[src/rtl/fir_mac_sequencer.sv]
// Start/busy/done sequencer for a single MAC slice computing an L-tap FIR over a D-sample buffer.
// Walks taps in convolution order, tags the last tap of each output through the DSP latency, and captures results.
module fir_mac_sequencer #(
  parameter int H_ADDR_WIDTH = 4,
  parameter int X_ADDR_WIDTH = 6,
  parameter int DATA_WIDTH   = 32,
  parameter int DSP_LATENCY  = 4
) (
  input  logic                    clk,
  input  logic                    rst_i,
  input  logic                    start_i,
  input  logic                    abort_i,
  output logic                    busy_o,
  output logic                    done_o,
  output logic                    rd_en_o,
  output logic [H_ADDR_WIDTH-1:0] h_addr_o,
  output logic [X_ADDR_WIDTH-1:0] x_addr_o,
  output logic                    fp_load_o,
  input  logic [DATA_WIDTH-1:0]   y_i,
  input  logic                    invalid_i,
  input  logic                    overflow_i,
  input  logic                    underflow_i,
  output logic [DATA_WIDTH-1:0]   y_o,
  output logic [X_ADDR_WIDTH-1:0] y_idx_o,
  output logic                    y_valid_o,
  output logic [2:0]              err_o
);

  localparam int L = 2 ** H_ADDR_WIDTH;
  localparam int D = 2 ** X_ADDR_WIDTH;
  localparam int M = D - L + 1;
  localparam logic [H_ADDR_WIDTH-1:0] K_LAST = H_ADDR_WIDTH'(L - 1);
  localparam logic [X_ADDR_WIDTH-1:0] N_LAST = X_ADDR_WIDTH'(M - 1);

  typedef enum logic [1:0] {IDLE, RUN, DRAIN, DONE} state_t;

  state_t                    state_q;
  logic                      busy_q, done_q, rd_en_q, fp_load_q;
  logic [H_ADDR_WIDTH-1:0]   k_q, k_d;
  logic [X_ADDR_WIDTH-1:0]   n_q, n_d, x_addr_q;
  logic                      tag_last_q [DSP_LATENCY+1];
  logic [X_ADDR_WIDTH-1:0]   tag_n_q    [DSP_LATENCY+1];
  logic [DATA_WIDTH-1:0]     y_q;
  logic [X_ADDR_WIDTH-1:0]   y_idx_q;
  logic                      y_valid_q;
  logic [2:0]                err_q;
  logic                      flush, start_acc, cap;

  // Sample index for tap k of output n; one extra bit keeps the subtraction from wrapping.
  function automatic logic [X_ADDR_WIDTH-1:0] x_of(input logic [X_ADDR_WIDTH-1:0] n,
                                                   input logic [H_ADDR_WIDTH-1:0] k);
    logic [X_ADDR_WIDTH:0] sum;
    sum = {1'b0, n} + (X_ADDR_WIDTH+1)'(L - 1) - (X_ADDR_WIDTH+1)'(k);
    return sum[X_ADDR_WIDTH-1:0];
  endfunction

  assign flush     = abort_i && (state_q == RUN || state_q == DRAIN);
  assign start_acc = start_i && (state_q == IDLE);
  assign cap       = tag_last_q[DSP_LATENCY] && !flush;

  always_comb begin
    k_d = k_q + 1'b1;
    n_d = n_q;
    if (k_q == K_LAST) begin
      k_d = '0;
      n_d = n_q + 1'b1;
    end
  end

  always_ff @(posedge clk) begin
    if (rst_i) begin
      state_q   <= IDLE;
      busy_q    <= 1'b0;
      done_q    <= 1'b0;
      rd_en_q   <= 1'b0;
      fp_load_q <= 1'b1;
      k_q       <= '0;
      n_q       <= '0;
      x_addr_q  <= '0;
    end else begin
      // The k=0 operand reaches the DSP one cycle after its issue.
      fp_load_q <= !(rd_en_q && k_q == '0);
      done_q    <= 1'b0;
      case (state_q)
        IDLE: begin
          if (start_i) begin
            state_q  <= RUN;
            busy_q   <= 1'b1;
            rd_en_q  <= 1'b1;
            k_q      <= '0;
            n_q      <= '0;
            x_addr_q <= x_of('0, '0);
          end
        end
        RUN: begin
          if (abort_i) begin
            state_q   <= IDLE;
            busy_q    <= 1'b0;
            rd_en_q   <= 1'b0;
            fp_load_q <= 1'b1;
          end else if (k_q == K_LAST && n_q == N_LAST) begin
            state_q <= DRAIN;
            rd_en_q <= 1'b0;
          end else begin
            k_q      <= k_d;
            n_q      <= n_d;
            x_addr_q <= x_of(n_d, k_d);
          end
        end
        DRAIN: begin
          if (abort_i) begin
            state_q   <= IDLE;
            busy_q    <= 1'b0;
            fp_load_q <= 1'b1;
          end else if (y_valid_q && y_idx_q == N_LAST) begin
            state_q <= DONE;
            busy_q  <= 1'b0;
            done_q  <= 1'b1;
          end
        end
        default: state_q <= IDLE;
      endcase
    end
  end

  // Stage 0 is the memory read; stages 1..DSP_LATENCY follow the DSP pipeline.
  always_ff @(posedge clk) begin
    if (rst_i || flush) begin
      for (int i = 0; i <= DSP_LATENCY; i++) begin
        tag_last_q[i] <= 1'b0;
        tag_n_q[i]    <= '0;
      end
    end else begin
      tag_last_q[0] <= rd_en_q && (k_q == K_LAST);
      tag_n_q[0]    <= n_q;
      for (int i = 1; i <= DSP_LATENCY; i++) begin
        tag_last_q[i] <= tag_last_q[i-1];
        tag_n_q[i]    <= tag_n_q[i-1];
      end
    end
  end

  always_ff @(posedge clk) begin
    if (rst_i) begin
      y_q       <= '0;
      y_idx_q   <= '0;
      y_valid_q <= 1'b0;
      err_q     <= '0;
    end else begin
      y_valid_q <= cap;
      if (cap) begin
        y_q     <= y_i;
        y_idx_q <= tag_n_q[DSP_LATENCY];
        err_q   <= err_q | {invalid_i, overflow_i, underflow_i};
      end
      if (start_acc) err_q <= '0;
    end
  end

  assign busy_o    = busy_q;
  assign done_o    = done_q;
  assign rd_en_o   = rd_en_q;
  assign h_addr_o  = k_q;
  assign x_addr_o  = x_addr_q;
  assign fp_load_o = fp_load_q;
  assign y_o       = y_q;
  assign y_idx_o   = y_idx_q;
  assign y_valid_o = y_valid_q;
  assign err_o     = err_q;

endmodule

[config.mk]
export PLATFORM = sky130hd
export DESIGN_NAME = fir_mac_sequencer
export DESIGN_NICKNAME = d
export VERILOG_FILES = /design/src/rtl/fir_mac_sequencer.sv
export SDC_FILE = /design/constraint.sdc
export NUM_CORES = 1
export LEC_CHECK = 0
export CORE_MARGIN = 8
export CORE_UTILIZATION = 48
export DETAILED_ROUTE_END_ITERATION = 10
export PLACE_DENSITY = 0.78
export SYNTH_ARGS = -nofsm -noshare
export SYNTH_HDL_FRONTEND = slang
export SYNTH_SLANG_ARGS = --single-unit
[constraint.sdc]
create_clock -name clk -period 3.25 [get_ports clk]
set_clock_uncertainty 0.1 [all_clocks]
set_input_delay 0.325 -clock clk [delete_from_list [all_inputs] [get_ports clk]]
set_output_delay 0.325 -clock clk [all_outputs]
set_load 0.1 [all_outputs]
======== Word level (Yosys, flattened, before mapping) ========
Memories as Yosys holds them, arrays and structs flattened. A register that Yosys moved wholly into a read port is not among the register bits.
Cells that the tools add are included.
Widths: inputs -> output; s select.
operators by class
  $add $sub $neg .......................... 4
  eq/ne operators ......................... 11
  mux-type cells .......................... 44
  bitwise logic cells ..................... 12
  reductions and logical operators ........ 22
operators with widths
  kind                 count
  $mux 6               12
  $pmux 6 s2           2
  $mux 1               17
  $mux 4               4
  $eq 6x6->1 const B   2
  $mux 2               5
  $or 1x1->1           10
  $ne 2x2->1 const B   4
  $pmux 4 s2           1
  $reduce_and 4->1     2
  $logic_and 1x1->1    7
  $add 6x1->6 const B  1
  $add 6x4->6 const B  1
  $ne 3x2->1 const B   2
  $pmux 2 s3           1
  $reduce_and 3->1     2
  $sub 6x4->6          1
  $add 4x1->4 const B  1
  $eq 4x4->1 const B   1
  $logic_not 4->1      1
  $reduce_or 2->1      2
  $or 3x3->3           1
  $pmux 1 s3           1
  $reduce_bool 3->1    1
  other kinds (9)      11
storage, ports and cells
  register bits after elaboration ......... 58
  bits in writable memories ............... 35
  bits of input ports ..................... 39
  output and inout bits ................... 56
  logic and storage cells ................. 106
  memories ................................ 2
memory list
  name        words  width  rd ports  clocked after memory_dff  wr ports  RTL line  RTL
  tag_n_q     5      6      5         1                         5         42        logic [X_ADDR_WIDTH-1:0] tag_n_q [DSP_LATENCY+1];
  tag_last_q  5      1      5         0                         5         41        logic tag_last_q [DSP_LATENCY+1];

======== Longest topological paths before layout ========
  depth after elaboration ................. 7
  gate-level depth with buffers ........... 15
  depth with buffers taken out ............ 13

======== Least setup slack after synthesis ========
Ideal clock, no wire load.
  path kind ............................... reg-to-reg
  from .................................... reg k_q[0] (netlist: h_addr_o[0])
  to ...................................... reg x_addr_q[4] (netlist: x_addr_o[4])
  library setup time ...................... 0.070 ns
  arrival time ............................ 3.336 ns
  data required time ...................... 3.080 ns
  setup slack ............................. -0.256 ns
  stages on the path, launching flop included .. 14
  path buffers ............................ 2
  period minus slack after synthesis ...... 3.506 ns
  cells stage by stage .................... dfxtp_1 ha_1 and3_1 buf_2 buf_2 nand2_1 xnor2_1 ha_1 ha_1 a21o_1 a21oi_1 xnor2_1 nand3_1 a21oi_1
on the way
  cells in the longest elaborated chain, start to end .. 7
  elaborated cells between the ends (all ways) .. 12
  classes of those cells .................. 3 x add/sub; 2 x eq/ne; 5 x mux; 2 x reduce/logical
ends and longest elaborated chain
  what                    RTL line  RTL
  start, declared         39        logic [H_ADDR_WIDTH-1:0] k_q, k_d;
  start signal, assigned  105       k_q <= k_d;
  $eq 4x4->1              64, 101
  $mux 6                  64        if (k_q == K_LAST) begin
  $add 6x4->6             53        sum = {1'b0, n} + (X_ADDR_WIDTH+1)'(L - 1) - (X_ADDR_WIDTH+1)'(k);
  $sub 6x4->6             53
  $mux 6                  101       end else if (k_q == K_LAST && n_q == N_LAST) begin
  $mux 6                  96        if (abort_i) begin
  $pmux 6 s2              84        case (state_q)
  end signal, assigned    92        x_addr_q <= x_of('0, '0);
  end signal, assigned    107       x_addr_q <= x_of(n_d, k_d);
  end, declared           40        logic [X_ADDR_WIDTH-1:0] n_q, n_d, x_addr_q;
Parallel ways exist; a longest one is shown, timed or not. The select of a mux whose other input is x is not followed.
A chain may end at the register's enable or synchronous reset.

======== Worst setup path in the final report ========
  from .................................... reg k_q[0] (netlist: h_addr_o[0])
  to ...................................... reg x_addr_q[5] (netlist: x_addr_o[5])
The elaborated chain is that of the path after synthesis.

==> impl_metrics.csv <==
group,metric,value,unit
sta,final-setup-viol-count,0,
layout,areaGrowthSynthToFinish,32.0,%
layout,regArea,0.00198,mm²
clock_network,cts_sinks,99,
synth,ys_ff_latch,99,
clock_network,cts_tree,"built",
floorplanning,ioPinCount,95,
global_route,track_usage,16.0,%
synth,ys_seq_area_share,52.9,%
clock_network,clk_pin_slew,0.10,ns
route,via_per_inst,4.92,
sta,period_share,92.8,%
clock_network,cts_hold_buf,0,
sta,rsz0062_at_grt,"no",
layout,multi_input_area,0.00162,mm²
sta,tightest_slew,1.01,ns
layout,layout.nets,551,
run,maxCapViolations,0,
synth,synth_fp_nets,464,
setup_path,cp-end-kind,"register",
route,vias,2960,
sta,finalSetupTns,0,ns
synth,syn_area,0.00375,mm²
placed_design,dp_worst_setup_slack,0.281,ns
synth,synth_cell_types,42,
route,drt_first_pass_iters,4,
synth,syn_area_per_cell,9.18,µm²
sta,relSlewSlack,32.2,%
route,wl,8.68,mm
setup_path,cp_max_fo,14,
route,wl_per_cell,14.4,µm
floorplanning,initial_core_util,49.0,%
route,first_iter_violations,125,
pwr,power_density,570,mW/mm²
setup_path,arrival,3.17,ns
sta,hold_viol_final,0,
placed_design,gp_congestion,0.834,
synth,syn_inst,408,
clock_network,cts_buffers,9,
setup_path,critPathKind,"register to register",
synth,synthAdderAreaFrac,5.88,%
synth,synth-simple-area-share,21.3,%
setup_path,required,3.40,ns
sta,setup_slack,0.235,ns
global_route,antenna_found_initial,0,
synth,synth-xor-area-share,2.10,%
placed_design,io_buffer_count,94,
sta,period_needed,3.02,ns
floorplanning,core,0.00765,mm²
pwr,irDropWorstVdd,0.000361,V
synth,yosysWarnings,0,
clock_network,post_cts_resized,0,
route,wl_met3,613,µm
synth,synth-compound-area-share,14.0,%
setup_path,startpoint_type,"register",
synth,ys_async_sr_fraction,0,%
clock_network,root_buffer,"clkbuf_8",
pwr,p_leak,1.84,nW
sta,max_freq,332,MHz
synth,synthFlopType,"dfxtp_1",
global_route,grt_first_pass_wirelength,14.4,mm
synth,synth_top_family_by_area,"simple AND/OR/NAND/NOR gates",
outcome,outcome,"complete, no violations",
floorplanning,fp.dieH,104,µm
route,wl_met1,3.94,mm
global_route,grt-ovfl-total,0,
sta,slew_violations,0,
synth,synth_mux_area_share,0,%
clock_network,clk_latency,0.37,ns
route,ant_nets,0,
synth,synth_edf_count,0,
worst_hold_path,hp-class,"input pin to register",
layout,antennaDiodeCount,0,
placed_design,dp_hpwl,6.28,mm
floorplanning,fp.dieW,104,µm
route,met2_length,3.99,mm
global_route,grt_max_degree,52,
layout,drive_gt1_share,6.80,%
route,highest_layer,"met4",
route,drc_errors,0,
floorplanning,dieArea,0.0109,mm²
clock_network,clk_path_buf_depth,2,
clock_network,cts_setup_buffers,0,
layout,n_fill_cell,621,
clock_network,htree_levels,3,
global_route,grt_pass1_vias,2906,
floorplanning,num_rows,32,
Yosys cell counts, types with 4 or more instances:
master	instances	area [µm²]
dfxtp_1	99	1980
nand2_1	85	319
a21oi_1	47	235
and2_1	36	225
clkbuf_1	18	67.6
ha_1	16	200
nor2_1	14	52.6
inv_1	13	48.8
xnor2_1	7	61.3
a21o_1	6	45.0
nor3_1	6	30.0
nand2b_1	4	25.0
nand3_1	4	20.0
nand4_1	4	25.0
o21ai_0	4	20.0
o2bb2ai_1	4	35.0
o31ai_1	4	30.0
layer usage:
| metal | GRT usage (%) | up-vias |
|---|---|---|
| li1 | - | 1530 |
| met1 | 20.5 | 1322 |
| met2 | 25.0 | 97 |
| met3 | 3.72 | 11 |
| met4 | 6.93 | 0 |
| met5 | 0 | - |
metrics by stage:
step                      hold slack, ns  instance area, µm²  total power, mW  std cells  utilization, %
after global placement             0.309                4750             2.07        586            62.1
after floorplan                    0.306                3750             1.87        408               -
after global routing               0.169                4940             2.96        602            64.7
after CTS                          0.149                4940             2.84        602            64.7
after detailed placement           0.310                4750             2.07        586            62.1
final                              0.172                4940             2.82        602            64.7
layout by cell type (no fill, tap or decap), types with 2 or more instances in the layout:
cell type        instances
o21ai_0                  4
nor2b_1                  2
a32o_1                   2
inv_8                    2
nor3_1                   6
buf_4                    8
inv_6                    3
clkdlybuf4s50_1         90
a21oi_1                 47
xnor2_1                  7
ha_1                    16
inv_1                   13
and2_1                  36
o2bb2ai_1                4
o31ai_1                  4
dfxtp_2                  2
clkbuf_8                 9
a311oi_1                 2
nand3_1                  4
a21o_1                   6
nand2b_1                 4
nor3b_1                  2
dfxtp_1                 97
and3_1                   3
nor2_1                  14
xor2_1                   2
nor4_1                   2
nand2_1                 85
nand4_1                  4
a211oi_1                 3
flip-flops by register name (all words and copies together) (netlist names):
signal / cells
tag_last_q: 5
n_q: 6
fp_load_o: 1
err_o: 3
done_o: 1
busy_o: 1
y_valid_o: 1
state_q: 2
rd_en_o: 1
y_idx_o: 6
x_addr_o: 6
y_o: 32
tag_n_q: 30
h_addr_o: 4
worst max-delay path: stages (launching register included):
cell       delay [ns]
dfxtp_2          0.40
ha_1             0.26
and3_1           0.53
o21ai_0          0.21
ha_1             0.32
ha_1             0.16
inv_1            0.06
fa_1             0.40
inv_1            0.08
a21o_1           0.10
a21oi_1          0.07
xnor2_1          0.15
o2bb2ai_1        0.08
cells by family after synthesis:
logic type,count (synthesis)
AOI/OAI and AO/OA,80
xor gates and xnor gates,9
adders and majority gates,17
buffers and inverters,36
DFF,99
and+or+nand+nor,167
area by class of cell:
| type | count | area share, % |
|---|---|---|
| repair buffers | 99 | 19.5 |
| inverters | 13 | 0.987 |
| clock inverters | 7 | 1.49 |
| flip-flops and latches | 99 | 40.1 |
| clock buffers | 9 | 2.51 |
| well taps | 102 | 2.58 |
| multi-input cells | 273 | 32.8 |
path summary, 6_finish.rpt:
kind / from / end / slack (ns) / cells past startpoint
max: h_addr_o[0] / x_addr_o[5] / 0.23 / 12
min: rst_i / x_addr_o[1] / 0.17 / 2
min reg2reg: tag_n_q[2][2] / tag_n_q[3][2] / 0.32 / 1
max reg2reg: h_addr_o[0] / x_addr_o[5] / 0.23 / 12
where the power goes:
part	internal [mW]	leakage, nW	switching (mW)
Combinational	0.217	0.943	0.532
Clock	0.305	0.101	0.469
Sequential	1.26	0.800	0.0370
Note: power is estimated with default switching activity, not from simulation.
